## src/rtl/canvas_pkg.sv

```systemverilog
// canvas_pkg
//   Shared constants and types for the canvas snapshot path: frame geometry,
//   word widths, the streamer state encoding, the skid-buffer payload, and the
//   accumulator-to-pixel saturating conversion.
//   No ports (package).
package canvas_pkg;

  localparam int CANVAS_DIM = 28;
  localparam int N_PIX      = CANVAS_DIM * CANVAS_DIM;
  localparam int PIX_ADDR_W = $clog2(N_PIX);
  localparam int IN_W       = 16;
  localparam int OUT_W      = 8;
  localparam int SHIFT      = 8;

  typedef logic [PIX_ADDR_W-1:0] pix_addr_t;

  typedef enum logic [1:0] {
    IDLE   = 2'd0,
    STREAM = 2'd1,
    DONE   = 2'd2
  } stream_state_t;

  typedef struct packed {
    logic             last;
    logic [OUT_W-1:0] data;
  } px_entry_t;

  localparam pix_addr_t       LAST_ADDR = pix_addr_t'(N_PIX - 1);
  // One past the last address; N_PIX still fits in PIX_ADDR_W bits.
  localparam pix_addr_t       ISSUE_END = pix_addr_t'(N_PIX);
  localparam logic [IN_W-1:0] PX_MAX    = IN_W'((1 << OUT_W) - 1);

  // Scale the accumulator down and clamp to full-scale white.
  function automatic logic [OUT_W-1:0] sat_pixel(input logic [IN_W-1:0] word);
    logic [IN_W-1:0] t;
    t = word >> SHIFT;
    if (t > PX_MAX) sat_pixel = '1;
    else            sat_pixel = t[OUT_W-1:0];
  endfunction

endpackage

```

## src/rtl/pixel_skid_buffer.sv

```systemverilog
// pixel_skid_buffer
//   Two-entry FIFO between the canvas RAM read pipe and the pixel stream.
//   Output payload comes straight from storage registers, so it stays put
//   while the consumer stalls. Simultaneous push and pop keeps occupancy and
//   order.
// Ports
//   clk, rst        clock, asynchronous active-high reset
//   in_valid/ready  write side ({last, data} payload on in_data)
//   out_valid/ready read side, head entry on out_data
//   count           current occupancy (0..2), used for read-issue credit
module pixel_skid_buffer
  import canvas_pkg::*;
(
  input  logic       clk,
  input  logic       rst,
  input  logic       in_valid,
  output logic       in_ready,
  input  px_entry_t  in_data,
  output logic       out_valid,
  input  logic       out_ready,
  output px_entry_t  out_data,
  output logic [1:0] count
);

  px_entry_t  mem_q [2];
  px_entry_t  mem_d [2];
  logic       rd_ptr_q, rd_ptr_d;
  logic       wr_ptr_q, wr_ptr_d;
  logic [1:0] count_q, count_d;
  logic       push, pop;

  assign out_valid = (count_q != 2'd0);
  // When full, a pop in the same cycle frees the head slot for the push.
  assign in_ready  = (count_q != 2'd2) | out_ready;
  assign push      = in_valid & in_ready;
  assign pop       = out_valid & out_ready;
  assign out_data  = mem_q[rd_ptr_q];
  assign count     = count_q;

  always_comb begin
    mem_d = mem_q;
    if (push) mem_d[wr_ptr_q] = in_data;
    wr_ptr_d = wr_ptr_q ^ push;
    rd_ptr_d = rd_ptr_q ^ pop;
    count_d  = count_q + {1'b0, push} - {1'b0, pop};
  end

  always_ff @(posedge clk or posedge rst) begin
    if (rst) begin
      mem_q    <= '{default: '0};
      rd_ptr_q <= 1'b0;
      wr_ptr_q <= 1'b0;
      count_q  <= 2'd0;
    end else begin
      mem_q    <= mem_d;
      rd_ptr_q <= rd_ptr_d;
      wr_ptr_q <= wr_ptr_d;
      count_q  <= count_d;
    end
  end

endmodule

```

## src/rtl/canvas_streamer.sv

```systemverilog
// canvas_streamer
//   Snapshots the 28x28 canvas RAM: on Start, reads every accumulator in
//   address order, converts it to a saturated 8-bit pixel and streams it over
//   valid/ready. Hold freezes the canvas editor while the snapshot runs.
// Ports
//   Clk, Reset         clock, asynchronous active-high reset
//   Start              begin a frame (only honoured in IDLE)
//   Busy, Hold         high from the cycle after Start through the Done cycle
//   Done               one-cycle pulse after the last pixel handshake
//   rd_en, rd_addr     canvas RAM read request (data returns one cycle later)
//   rd_data            canvas RAM read data
//   px_data, px_valid,
//   px_ready, px_last  pixel stream; px_last marks pixel N_PIX-1
//
// state  | meaning
// IDLE   | waiting for Start, no reads
// STREAM | issuing reads and draining pixels until the last one is accepted
// DONE   | single-cycle Done pulse, then back to IDLE
module canvas_streamer
  import canvas_pkg::*;
(
  input  logic                  Clk,
  input  logic                  Reset,
  input  logic                  Start,
  output logic                  Busy,
  output logic                  Done,
  output logic                  Hold,
  output logic                  rd_en,
  output logic [PIX_ADDR_W-1:0] rd_addr,
  input  logic [IN_W-1:0]       rd_data,
  output logic [OUT_W-1:0]      px_data,
  output logic                  px_valid,
  input  logic                  px_ready,
  output logic                  px_last
);

  stream_state_t state_q, state_d;
  pix_addr_t     issue_cnt_q, issue_cnt_d;
  pix_addr_t     addr_q, addr_d;
  logic          inflight_q, inflight_d;
  logic          inflight_last_q, inflight_last_d;

  logic [1:0]    buf_count;
  logic          buf_in_ready;
  logic          pop;
  logic [2:0]    pending;
  px_entry_t     in_entry;
  px_entry_t     out_entry;

  assign pop = px_valid & px_ready;

  // Slots already claimed once this cycle's handshake is taken into account.
  // Counting the pop lets a new read overlap the pixel leaving, which keeps
  // the stream at one pixel per cycle with only two slots of storage.
  assign pending = 3'(buf_count) + 3'(inflight_q) - 3'(pop);

  always_comb begin
    state_d         = state_q;
    issue_cnt_d     = issue_cnt_q;
    addr_d          = addr_q;
    inflight_d      = 1'b0;
    inflight_last_d = 1'b0;
    rd_en           = 1'b0;
    case (state_q)
      IDLE: begin
        if (Start) begin
          state_d     = STREAM;
          issue_cnt_d = '0;
        end
      end
      STREAM: begin
        if ((issue_cnt_q < ISSUE_END) && (pending < 3'd2)) begin
          rd_en           = 1'b1;
          addr_d          = issue_cnt_q;
          issue_cnt_d     = issue_cnt_q + pix_addr_t'(1);
          inflight_d      = 1'b1;
          inflight_last_d = (issue_cnt_q == LAST_ADDR);
        end
        if (pop && px_last) state_d = DONE;
      end
      DONE: begin
        state_d = IDLE;
      end
      default: begin
        state_d = IDLE;
      end
    endcase
  end

  always_ff @(posedge Clk or posedge Reset) begin
    if (Reset) begin
      state_q         <= IDLE;
      issue_cnt_q     <= '0;
      addr_q          <= '0;
      inflight_q      <= 1'b0;
      inflight_last_q <= 1'b0;
    end else begin
      state_q         <= state_d;
      issue_cnt_q     <= issue_cnt_d;
      addr_q          <= addr_d;
      inflight_q      <= inflight_d;
      inflight_last_q <= inflight_last_d;
    end
  end

  // Present the new address with rd_en; otherwise hold the last one issued.
  assign rd_addr = rd_en ? issue_cnt_q : addr_q;

  assign Busy = (state_q != IDLE);
  assign Hold = Busy;
  assign Done = (state_q == DONE);

  assign in_entry.last = inflight_last_q;
  assign in_entry.data = sat_pixel(rd_data);

  // The read credit already guarantees room; gating on in_ready only keeps
  // the write side a proper handshake.
  pixel_skid_buffer u_skid (
    .clk       (Clk),
    .rst       (Reset),
    .in_valid  (inflight_q & buf_in_ready),
    .in_ready  (buf_in_ready),
    .in_data   (in_entry),
    .out_valid (px_valid),
    .out_ready (px_ready),
    .out_data  (out_entry),
    .count     (buf_count)
  );

  assign px_data = out_entry.data;
  assign px_last = out_entry.last;

endmodule

```

## config.mk

```make
export PLATFORM = sky130hd
export DESIGN_NAME = canvas_streamer
export DESIGN_NICKNAME = d
export VERILOG_FILES = /design/src/rtl/canvas_pkg.sv /design/src/rtl/pixel_skid_buffer.sv /design/src/rtl/canvas_streamer.sv
export SDC_FILE = /design/constraint.sdc
export NUM_CORES = 1
export LEC_CHECK = 0
export ABC_AREA = 1
export ABC_CLOCK_PERIOD_IN_PS = 2200
export BUFFER_PORTS_ARGS = -buffer_cell sky130_fd_sc_hd__buf_4
export CAP_MARGIN = 10
export CELL_PAD_IN_SITES_DETAIL_PLACEMENT = 0
export CELL_PAD_IN_SITES_GLOBAL_PLACEMENT = 1
export CORE_AREA = 2 2 82 84
export CTS_CLUSTER_SIZE = 14
export DETAILED_ROUTE_END_ITERATION = 7
export DIE_AREA = 0 0 84 86
export HOLD_SLACK_MARGIN = 0.06
export PLACE_DENSITY = 0.83
export REMOVE_ABC_BUFFERS = 1
export SLEW_MARGIN = 15
export SYNTH_ARGS = -nofsm -noshare
export SYNTH_HDL_FRONTEND = slang
export SYNTH_SLANG_ARGS = --single-unit
```

## constraint.sdc

```tcl
create_clock -name Clk -period 2.2 [get_ports Clk]
set_input_delay 0.22 -clock Clk [delete_from_list [all_inputs] [get_ports Clk]]
set_output_delay 0.22 -clock Clk [all_outputs]
set_load 0.01 [all_outputs]
```

* Word-level counts from Yosys, hierarchy flattened *
Cells that the tools add are included.

storage, ports and cells
  bits in registers = 46
  input bits = 20
  output and inout port bits = 24
  logic and storage cells = 66

operators by class
  add/subtract/negate cells = 5
  $lt $le $gt $ge = 6
  eq/ne operators = 7
  multiplexer cells = 18
  bitwise logic cells = 8
  reduce and logical (&&, ||, !) cells = 10

operators by type and width
  operator                                                    number
  two-way mux 9 bit                                           4
  two-way mux 10 bit                                          3
  case mux 10 bit (2 select lines)                            1
  bitwise mux 18 bit                                          1
  adder 10 x 1 -> 10 bit, second input constant               1
  == test 10 bit, second input constant                       1
  less-than comparator 10 bit, second input constant          1
  demux 9 bit (select 1 bit)                                  1
  > comparator 8 bit, second input constant                   1
  two-way mux 8 bit                                           1
  != test 2 bit, second input constant                        4
  nonzero test 2 bit                                          3
  greater-or-equal comparator 2 bit, second input constant    2
  two-way mux 1 bit                                           4
  two-way mux 2 bit                                           2
  NOT 1 -> 2 bit                                              2
  case mux 2 bit (2 select lines)                             1
  AND reduction 2 bit                                         2
  adder 2 x 1 -> 3 bit                                        1
  AND 1 bit                                                   3
  logical AND 1 bit                                           3
  less-than comparator 3 x 2 -> 1 bit, second input constant  1
  AND reduction 3 bit                                         1
  subtractor 3 x 1 -> 3 bit                                   1
  other kinds (8)                                             9

* Longest topological paths before layout *
Gate-level depths: netlist of the first run.

  depth in word-level cells = 8
  mapped depth = 17
  depth with buffers taken out = 17

* By module *
A second synthesis of the first run with hierarchy kept.

second synthesis, totals
  cells, all modules = 286
  area, all modules = 2334.7 um^2

by module, submodules not included
  module             instances  cells an instance  area an instance (um^2)  seq. area each (um^2)
  canvas_streamer    1          157                1270.0                   600.6
  pixel_skid_buffer  1          129                1064.8                   550.5

* Least setup slack after synthesis of the first run *
OpenSTA, ideal clock, no wires.

  path kind = flip-flop to output port
  start point = register u_skid.count_q[1], in the netlist u_skid.count[1]
  end point = output rd_addr[6]
  arrival = 2.346 ns
  required time = 1.980 ns
  setup slack = -0.366 ns
  cell stages (with the launch flop) = 14
  buffers on the path = 1
  cell sequence = dfrtp_1 -> inv_2 -> nand2_1 -> nand2_1 -> inv_1 -> ha_1 -> inv_1 -> nand2_1 -> fa_1 -> nand3_2 -> nor2_4 -> nand2_4 -> buf_6 -> o21ai_0

between the ends
  longest elaborated chain between the ends = 8
  elaborated cells on any way between the ends = 9
  classes of those cells = 2 x add/sub; 1 x order compare; 3 x mux; 1 x bitwise; 2 x reduce/logical

ends and longest elaborated chain
  element                              line                     text
  start, declared                      pixel_skid_buffer.sv:29  logic [1:0] count_q, count_d;
  start signal, assigned               pixel_skid_buffer.sv:58  count_q <= count_d;
  nonzero test 2 bit                   pixel_skid_buffer.sv:32  assign out_valid = (count_q != 2'd0);
  named net px_valid                   canvas_streamer.sv:32    output logic px_valid,
  AND 1 bit                            canvas_streamer.sv:50    assign pop = px_valid & px_ready;
  subtractor 3 x 1 -> 3 bit            canvas_streamer.sv:55    assign pending = 3'(buf_count) + 3'(inflight_q) - 3'(pop);
  less-than comparator 3 x 2 -> 1 bit  canvas_streamer.sv:72    if ((issue_cnt_q < ISSUE_END) && (pending < 3'd2)) begin
  logical AND 1 bit                    canvas_streamer.sv:72
  two-way mux 1 bit                    canvas_streamer.sv:72
  two-way mux 1 bit                    canvas_streamer.sv:64    case (state_q)
  two-way mux 10 bit                   canvas_streamer.sv:107   assign rd_addr = rd_en ? issue_cnt_q : addr_q;
  end, declared                        canvas_streamer.sv:29    output logic [PIX_ADDR_W-1:0] rd_addr,

The timed path passes the listed nets, and every way through them passes these cells.

* Worst setup path after layout of the first run *
  start point = register u_skid.count_q[0], in the netlist u_skid.count[0]
  end point = output rd_addr[3]

between the ends
  longest elaborated chain between the ends = 8
  elaborated cells on any way between the ends = 9
  classes of those cells = 2 x add/sub; 1 x order compare; 3 x mux; 1 x bitwise; 2 x reduce/logical

ends and longest elaborated chain
  element                                                                       line
  parallel branches: the longest is 2 deep, another holds adder 2 x 1 -> 3 bit  n/a
  subtractor 3 x 1 -> 3 bit (*)                                                 canvas_streamer.sv:55
  less-than comparator 3 x 2 -> 1 bit (*)                                       canvas_streamer.sv:72
  logical AND 1 bit (*)                                                         canvas_streamer.sv:72
  two-way mux 1 bit (*)                                                         canvas_streamer.sv:72
  two-way mux 1 bit (*)                                                         canvas_streamer.sv:64
  two-way mux 10 bit (*)                                                        canvas_streamer.sv:107

Every way passes the cells marked *.

==> results of run 1 <==
-- registers in the layout, indices dropped and copies added (netlist names) --
signal           cells
u_skid.mem_q        18
addr_q              10
issue_cnt_q         10
state_q              2
u_skid.count         2
inflight_last_q      1
inflight_q           1
u_skid.rd_ptr_q      1
u_skid.wr_ptr_q      1
-- synthesized netlist by cell type (3+ instances only) --
master	n
buf_2	3
ha_1	6
xor2_1	3
inv_2	3
nand2_1	69
o21ai_0	24
inv_1	36
o21ai_1	7
mux2_2	9
nor2_1	10
o21ai_2	4
dfrtp_1	46
nand3_1	8
-- cell families after synthesis --
kind of cell | Yosys count | synth area share (%)
AO/OA/AOI/OAI | 39 | 9.72
XOR/XNOR | 5 | 1.92
adder cells (fa/ha/maj) | 7 | 4.17
buffers and inverters | 49 | 9.94
flip-flops | 46 | 50.5
multiplexers | 9 | 4.45
AND/OR/NAND/NOR | 100 | 19.3
-- cells in the final DEF, fill, tap and decap left out, drive strengths merged --
cell | synthesis | final
o31ai | 1 | 1
nand4 | 2 | 2
inv | 39 | 39
nand3 | 10 | 10
buf | 9 | 67
fa | 1 | 1
xnor2 | 2 | 2
ha | 6 | 6
xor2 | 3 | 3
a21oi | 1 | 1
mux2 | 9 | 9
nand2 | 73 | 75
bufbuf | 0 | 1
o21a | 2 | 2
dlygate4sd3 | 0 | 1
nor3 | 1 | 1
dfrtp | 46 | 46
nor4 | 1 | 1
nor2 | 13 | 13
o21ai | 35 | 35
clkbuf | 1 | 8
-- where the power goes --
group / switching, mW / internal (mW)
logic: 1.53 / 1.75
registers: 0.182 / 1.12
clock network: 0.282 / 0.317
total: 2.00 / 3.19
-- routing by layer --
| metal | vias up | wire, um | track usage [%] |
|---|---|---|---|
| li1 | 933 | - | - |
| met1 | 867 | 2310 | 18.1 |
| met2 | 40 | 2500 | 23.7 |
| met3 | 11 | 240 | 4.14 |
| met4 | 0 | 99 | 3.96 |
| met5 | - | 0 | 0 |
-- final cells by class --
type / count / area, um^2 / share of cell area [%]
Inverter: 39 / 156 / 4.84
Sequential cell: 46 / 1150 / 35.6
Clock buffer: 8 / 110 / 3.41
Timing Repair Buffer: 69 / 649 / 20.1
Multi-Input combinational cell: 162 / 1070 / 33.0
Tap cell: 77 / 96.3 / 2.98
-- worst max path at each step --
| stage | from | to | slack, ns | cells after the start |
|---|---|---|---|---|
| after floorplan | u_skid.count[1] | rd_addr[0] | -0.35 | 14 |
| after global placement | u_skid.count[0] | rd_addr[0] | -0.32 | 15 |
| after detailed placement | u_skid.count[0] | rd_addr[1] | -0.38 | 14 |
| after CTS | u_skid.count[0] | rd_addr[1] | -0.68 | 14 |
| after global routing | u_skid.count[0] | rd_addr[9] | -0.83 | 14 |
| final | u_skid.count[0] | rd_addr[3] | -0.71 | 15 |
-- metrics by stage --
step	worst slack, ns	total power [mW]	instance area, um^2	std cells
finish	-0.708	5.19	3230	401
global route	-0.833	5.54	3230	401
CTS	-0.676	4.69	3060	396
detailed placement	-0.376	3.28	2680	370
global placement	-0.317	3.22	2680	370
floorplan	-0.354	2.39	2200	245
-- repair_timing --
action | in CTS | in global routing
cloned | 2 | 1
pin swaps | 4 | 12
setup buffers | 15 | 4
hold endpoints to repair | 46 | 0
hold buffers | 1 | 0
endpoints found under the setup margin | 31 | 35
gates resized for setup | 25 | 43
-- worst register-to-register path: stages, from the launching register on --
cell       delay [ns]
dfrtp_1          0.40
inv_2            0.07
nand2_2          0.07
nand2_2          0.08
inv_2            0.05
ha_4             0.21
inv_2            0.05
nand2_2          0.05
fa_1             0.55
nand3_2          0.10
nor2_4           0.23
buf_6            0.15
nand2_8          0.09
buf_4            0.16
buf_6            0.12
nand2_8          0.07
bufbuf_16        0.26
o21ai_2          0.05
==> flow_metrics.env, run 1 <==
export IMPL_status="complete, but fails checks"
export IMPL_violations="setup timing"
export IMPL_worstPathCellList="inv_2, nand2_2, nand2_2, inv_2, ha_4, inv_2, nand2_2, fa_1, nand3_2, nor2_4, buf_6, nand2_8, nand2_4, o21ai_2, buf_4"
export IMPL_tns_ns=-15.89
export IMPL_p_per_area_mw_per_mm2=1610
export IMPL_grt_pass1_vias=1747
export IMPL_hold_slack_ns=0.130
export IMPL_fp_dieH_um=86
export IMPL_cts_reportedPaths_clkPinSlew_ns=0.08
export IMPL_pin_count=44
export IMPL_synthesis_area_mm2=0.00228
export IMPL_critical_path_arrival_ns=2.69
export IMPL_required_ns=1.98
export IMPL_fin_crit_sh_pct=132
export IMPL_tightest_slew_ns=0.565
export IMPL_worstSkewPairLatency_ns=0.30
export IMPL_path_buf_inv=5
export IMPL_synth_top_area_cell="dfrtp_1"
export IMPL_antenna_cells=0
export IMPL_reg2reg_slack_ns=-0.66
export IMPL_ys_types=31
export IMPL_hold_start="rd_data[11]"
export IMPL_nFillCells=580
export IMPL_cts_made_buffers=5
export IMPL_fin_nets=350
export IMPL_die_area_mm2=0.00722
export IMPL_drive_gt1_share_pct=40.7
export IMPL_cts_tree="yes"
export IMPL_ir_drop_v=0.000888
export IMPL_fin_util_pct=51.5
export IMPL_fmax_mhz=344
export IMPL_vias=1851
export IMPL_timing_rr_start="u_skid.count[0]"
export IMPL_synth_seq_area_share_pct=50.5
export IMPL_syn2layout_area_growth_pct=41.8
export IMPL_grt_overflow=0
export IMPL_netlist_area_leader_share_pct=50.5
export IMPL_die_x_um=84
export IMPL_hold_viol=0
export IMPL_slowest_stage="fa_1"
export IMPL_maxCapViolations=0
export IMPL_synthArstFlopShare_pct=100
export IMPL_fin_ws_ns=-0.708
export IMPL_power_leakage_nw=1.63
export IMPL_wire_per_inst_um=12.9
export IMPL_period_needed_ns=2.91
export IMPL_initial_utilization_pct=36.3
export IMPL_drtAntennaViolNets=0
export IMPL_fin_skew_ns=0.00544
export IMPL_path_max_fanout=7
export IMPL_report_final_slew_viol_count=0
export IMPL_dp_hpwl_um=3180
export IMPL_drc=0
export IMPL_grtUsageTotal_pct=14.2
export IMPL_drt_wl_total_um=5150
export IMPL_htree_levels=2
export IMPL_relSlewSlack_pct=62.3
export IMPL_syn_inst=255
export IMPL_rsz0062_at_grt="yes"
export IMPL_syn_area_per_cell_um2=8.94
export IMPL_crit_family="adder cells"
export IMPL_cp_end_kind="output pin"
export IMPL_holdPathStages=3
export IMPL_core_mm2=0.00628
export IMPL_port_buffers=35
export IMPL_drtIter0Drc=97
export IMPL_first_pass_iters=4
export IMPL_clk_path_buf_depth=2
export IMPL_timing_rr_end="issue_cnt_q[2]"
export IMPL_clock_sinks=46
export IMPL_grt_pass1_wl_um=8110
export IMPL_vias_per_cell=4.62
export IMPL_ys_seq_elements=46
export IMPL_synthTopCellsByArea="dfrtp_1, nand2_1, inv_1"
export IMPL_max_stage_delay_ns=0.55
export IMPL_setup_viol=33
export IMPL_yosys_warnings=0
export IMPL_r2r_worst_path_cells=17
export IMPL_hp_class="in -> reg"
export IMPL_synth_ff_type="dfrtp_1"
export IMPL_antenna_found_initial=0
export IMPL_hold_end="u_skid.mem_q[12]"
export IMPL_grt_max_degree=47
export IMPL_place_congestion=0.763
export IMPL_synth_edf_count=0
export IMPL_crit_type="reg -> out"
export IMPL_ctsRootBufferMaster="clkbuf_8"
export IMPL_rows=29
export IMPL_startpoint_type="flop"
No activity file was read; power rests on OpenSTA's default activity.
==> run 2: changes to the inputs <==
Settings changed: CORE_AREA 2 2 82 84 to 2 2 91 93, DIE_AREA 0 0 84 86 to 0 0 93 95, PLACE_DENSITY 0.83 to 0.71.
==> flow_metrics.env, run 2 (synthesis results as in run 1) <==
export IMPL_status="complete, but fails checks"
export IMPL_violations="setup timing"
export IMPL_hold_viol=0
export IMPL_power_internal_mw=3.24
export IMPL_drtIter0Drc=28
export IMPL_cts_tree="yes"
export IMPL_power_frac_comb_pct=66.1
export IMPL_power_mw=5.37
export IMPL_switchingPower_mw=2.13
export IMPL_place_congestion=0.748
export IMPL_fin_area_mm2=0.00353
export IMPL_wire_per_inst_um=12.4
export IMPL_placed_area_mm2=0.00274
export IMPL_swShare_pct=39.6
export IMPL_placed_cells=403
export IMPL_initial_utilization_pct=28.7
export IMPL_cts_made_buffers=5
export IMPL_fmax_mhz=342
export IMPL_grt_pass1_vias=2000
export IMPL_largest_reg_flops=18
export IMPL_drive_gt1_share_pct=47.6
export IMPL_fin_ws_ns=-0.722
export IMPL_regMostFlops="u_skid.mem_q"
export IMPL_htree_levels=2
export IMPL_cp_end_kind="output pin"
export IMPL_setup_viol=52
export IMPL_critical_path_arrival_ns=2.70
export IMPL_nFillCells=773
export IMPL_pin_count=44
export IMPL_hp_class="in -> reg"
export IMPL_vias_per_cell=4.27
export IMPL_hold_slack_ns=0.128
export IMPL_syn2layout_area_growth_pct=55.0
export IMPL_grt_max_degree=20
export IMPL_ctsRootBufferMaster="clkbuf_8"
export IMPL_drt_wl_total_um=5640
export IMPL_die_area_mm2=0.00884
export IMPL_layout_common_cells="buf_4, nand2_1, dfrtp_1, inv_1, buf_6"
export IMPL_power_leakage_nw=1.78
export IMPL_fin_nets=377
export IMPL_fin_skew_ns=0.00906
export IMPL_clk_path_buf_depth=2
export IMPL_p_per_area_mw_per_mm2=1520
export IMPL_drc=0
export IMPL_rows=33
export IMPL_layout_commonest_cell="buf_4"
export IMPL_cts_reportedPaths_clkPinSlew_ns=0.09
export IMPL_seqPwrFrac_pct=24.2
export IMPL_first_pass_iters=4
export IMPL_fp_dieH_um=95
export IMPL_required_ns=1.98
export IMPL_fin_crit_sh_pct=133
export IMPL_drtAntennaViolNets=0
export IMPL_die_x_um=93
export IMPL_grt_pass1_wl_um=9490
export IMPL_p_clk_share_pct=9.7
export IMPL_period_needed_ns=2.92
export IMPL_worstSkewPairLatency_ns=0.30
export IMPL_startpoint_type="flop"
export IMPL_antenna_cells=0
export IMPL_grt_overflow=0
export IMPL_crit_type="reg -> out"
export IMPL_stdcell_count=456
export IMPL_report_final_slew_viol_count=0
export IMPL_grtUsageTotal_pct=13.8
export IMPL_clock_sinks=46
export IMPL_path_max_fanout=6
export IMPL_maxCapViolations=0
export IMPL_ir_drop_v=0.00107
export IMPL_rsz0062_at_grt="yes"
export IMPL_vias=1948
export IMPL_dp_slack_ns=-0.388
export IMPL_core_mm2=0.00793
export IMPL_relSlewSlack_pct=60.9
export IMPL_tightest_slew_ns=0.587
export IMPL_reg_largest_list="u_skid.mem_q: 18 flops, addr_q: 10 flops, issue_cnt_q: 10 flops"
export IMPL_port_buffers=35
export IMPL_dp_hpwl_um=3370
export IMPL_antenna_found_initial=0
## run 2: cell count changes in the layout (fill, tap and decap cells not counted), sizes merged
cell and delta:
buf +29, clkbuf -2, clkinv +2, bufbuf -1, nand2 -1
## run 2: power groups by stage
stage,sequential [mW],clock [mW],combinational (mW)
3_5_place_dp,1.30,0,2.06
5_1_grt,1.33,0.573,3.86
4_1_cts,1.29,0.535,3.17
3_3_place_gp,1.29,0,2.03
2_1_floorplan,1.26,0,1.13
6_report,1.30,0.520,3.55
## run 2: metal layers
layer | up-vias | wire length [um] | track usage (%) | share of wire [%]
met3 | 10 | 235 | 3.03 | 4.2
met2 | 40 | 2830 | 23.1 | 50
met4 | 0 | 86 | 4.04 | 1.5
li1 | 984 | - | - | -
met5 | - | 0 | 0 | 0
met1 | 914 | 2490 | 18.0 | 44
## run 2: timing repair
| action | 4_1_cts | 5_1_grt |
|---|---|---|
| cloned | 1 | 0 |
| pin swaps | 6 | 12 |
| setup endpoints to repair | 32 | 55 |
| buffers inserted | 44 | 7 |
| hold buffers | 1 | 0 |
| gates resized for setup | 45 | 48 |
| hold endpoints to repair | 14 | 0 |
## run 2: final timing paths
path | from | to | slack, ns | cells after the start
min reg2reg | addr_q[3] | addr_q[3] | 0.49 | 2
min | rd_data[8] | u_skid.mem_q[9] | 0.13 | 3
max reg2reg | u_skid.count[0] | issue_cnt_q[1] | -0.57 | 18
max | u_skid.count[0] | rd_addr[6] | -0.72 | 14
min in group asynchronous | Reset | inflight_last_q | 0.43 | 3
max in group asynchronous | Reset | issue_cnt_q[5] | 1.22 | 4
## run 2: cell type report
| cell class | instances | area, um^2 | share of cell area [%] |
|---|---|---|---|
| Tap cell | 105 | 131 | 3.72 |
| Clock inverter | 2 | 13.8 | 0.390 |
| Inverter | 39 | 164 | 4.64 |
| Clock buffer | 6 | 72.6 | 2.05 |
| Timing Repair Buffer | 97 | 858 | 24.3 |
| Sequential cell | 46 | 1150 | 32.6 |
| Multi-Input combinational cell | 161 | 1140 | 32.3 |
## run 2: critical path: stages, from the launching register on
cell and delay, ns:
dfrtp_1 0.40, inv_2 0.07, nand2_2 0.06, nand2_2 0.09, inv_2 0.05, ha_4 0.22
inv_4 0.05, nand2_2 0.04, fa_1 0.53, nand3_2 0.10, nor2_4 0.22, nand2_8 0.12
buf_12 0.16, o21ai_4 0.15, buf_6 0.12
## run 2: per-stage QoR
stage | utilization (%) | TNS, ns
detailed placement | 34.6 | -7.43
finish | 44.6 | -18.94
global route | 44.6 | -25.19
floorplan | - | -5.76
global placement | 34.6 | -6.37
CTS | 42.2 | -17.85
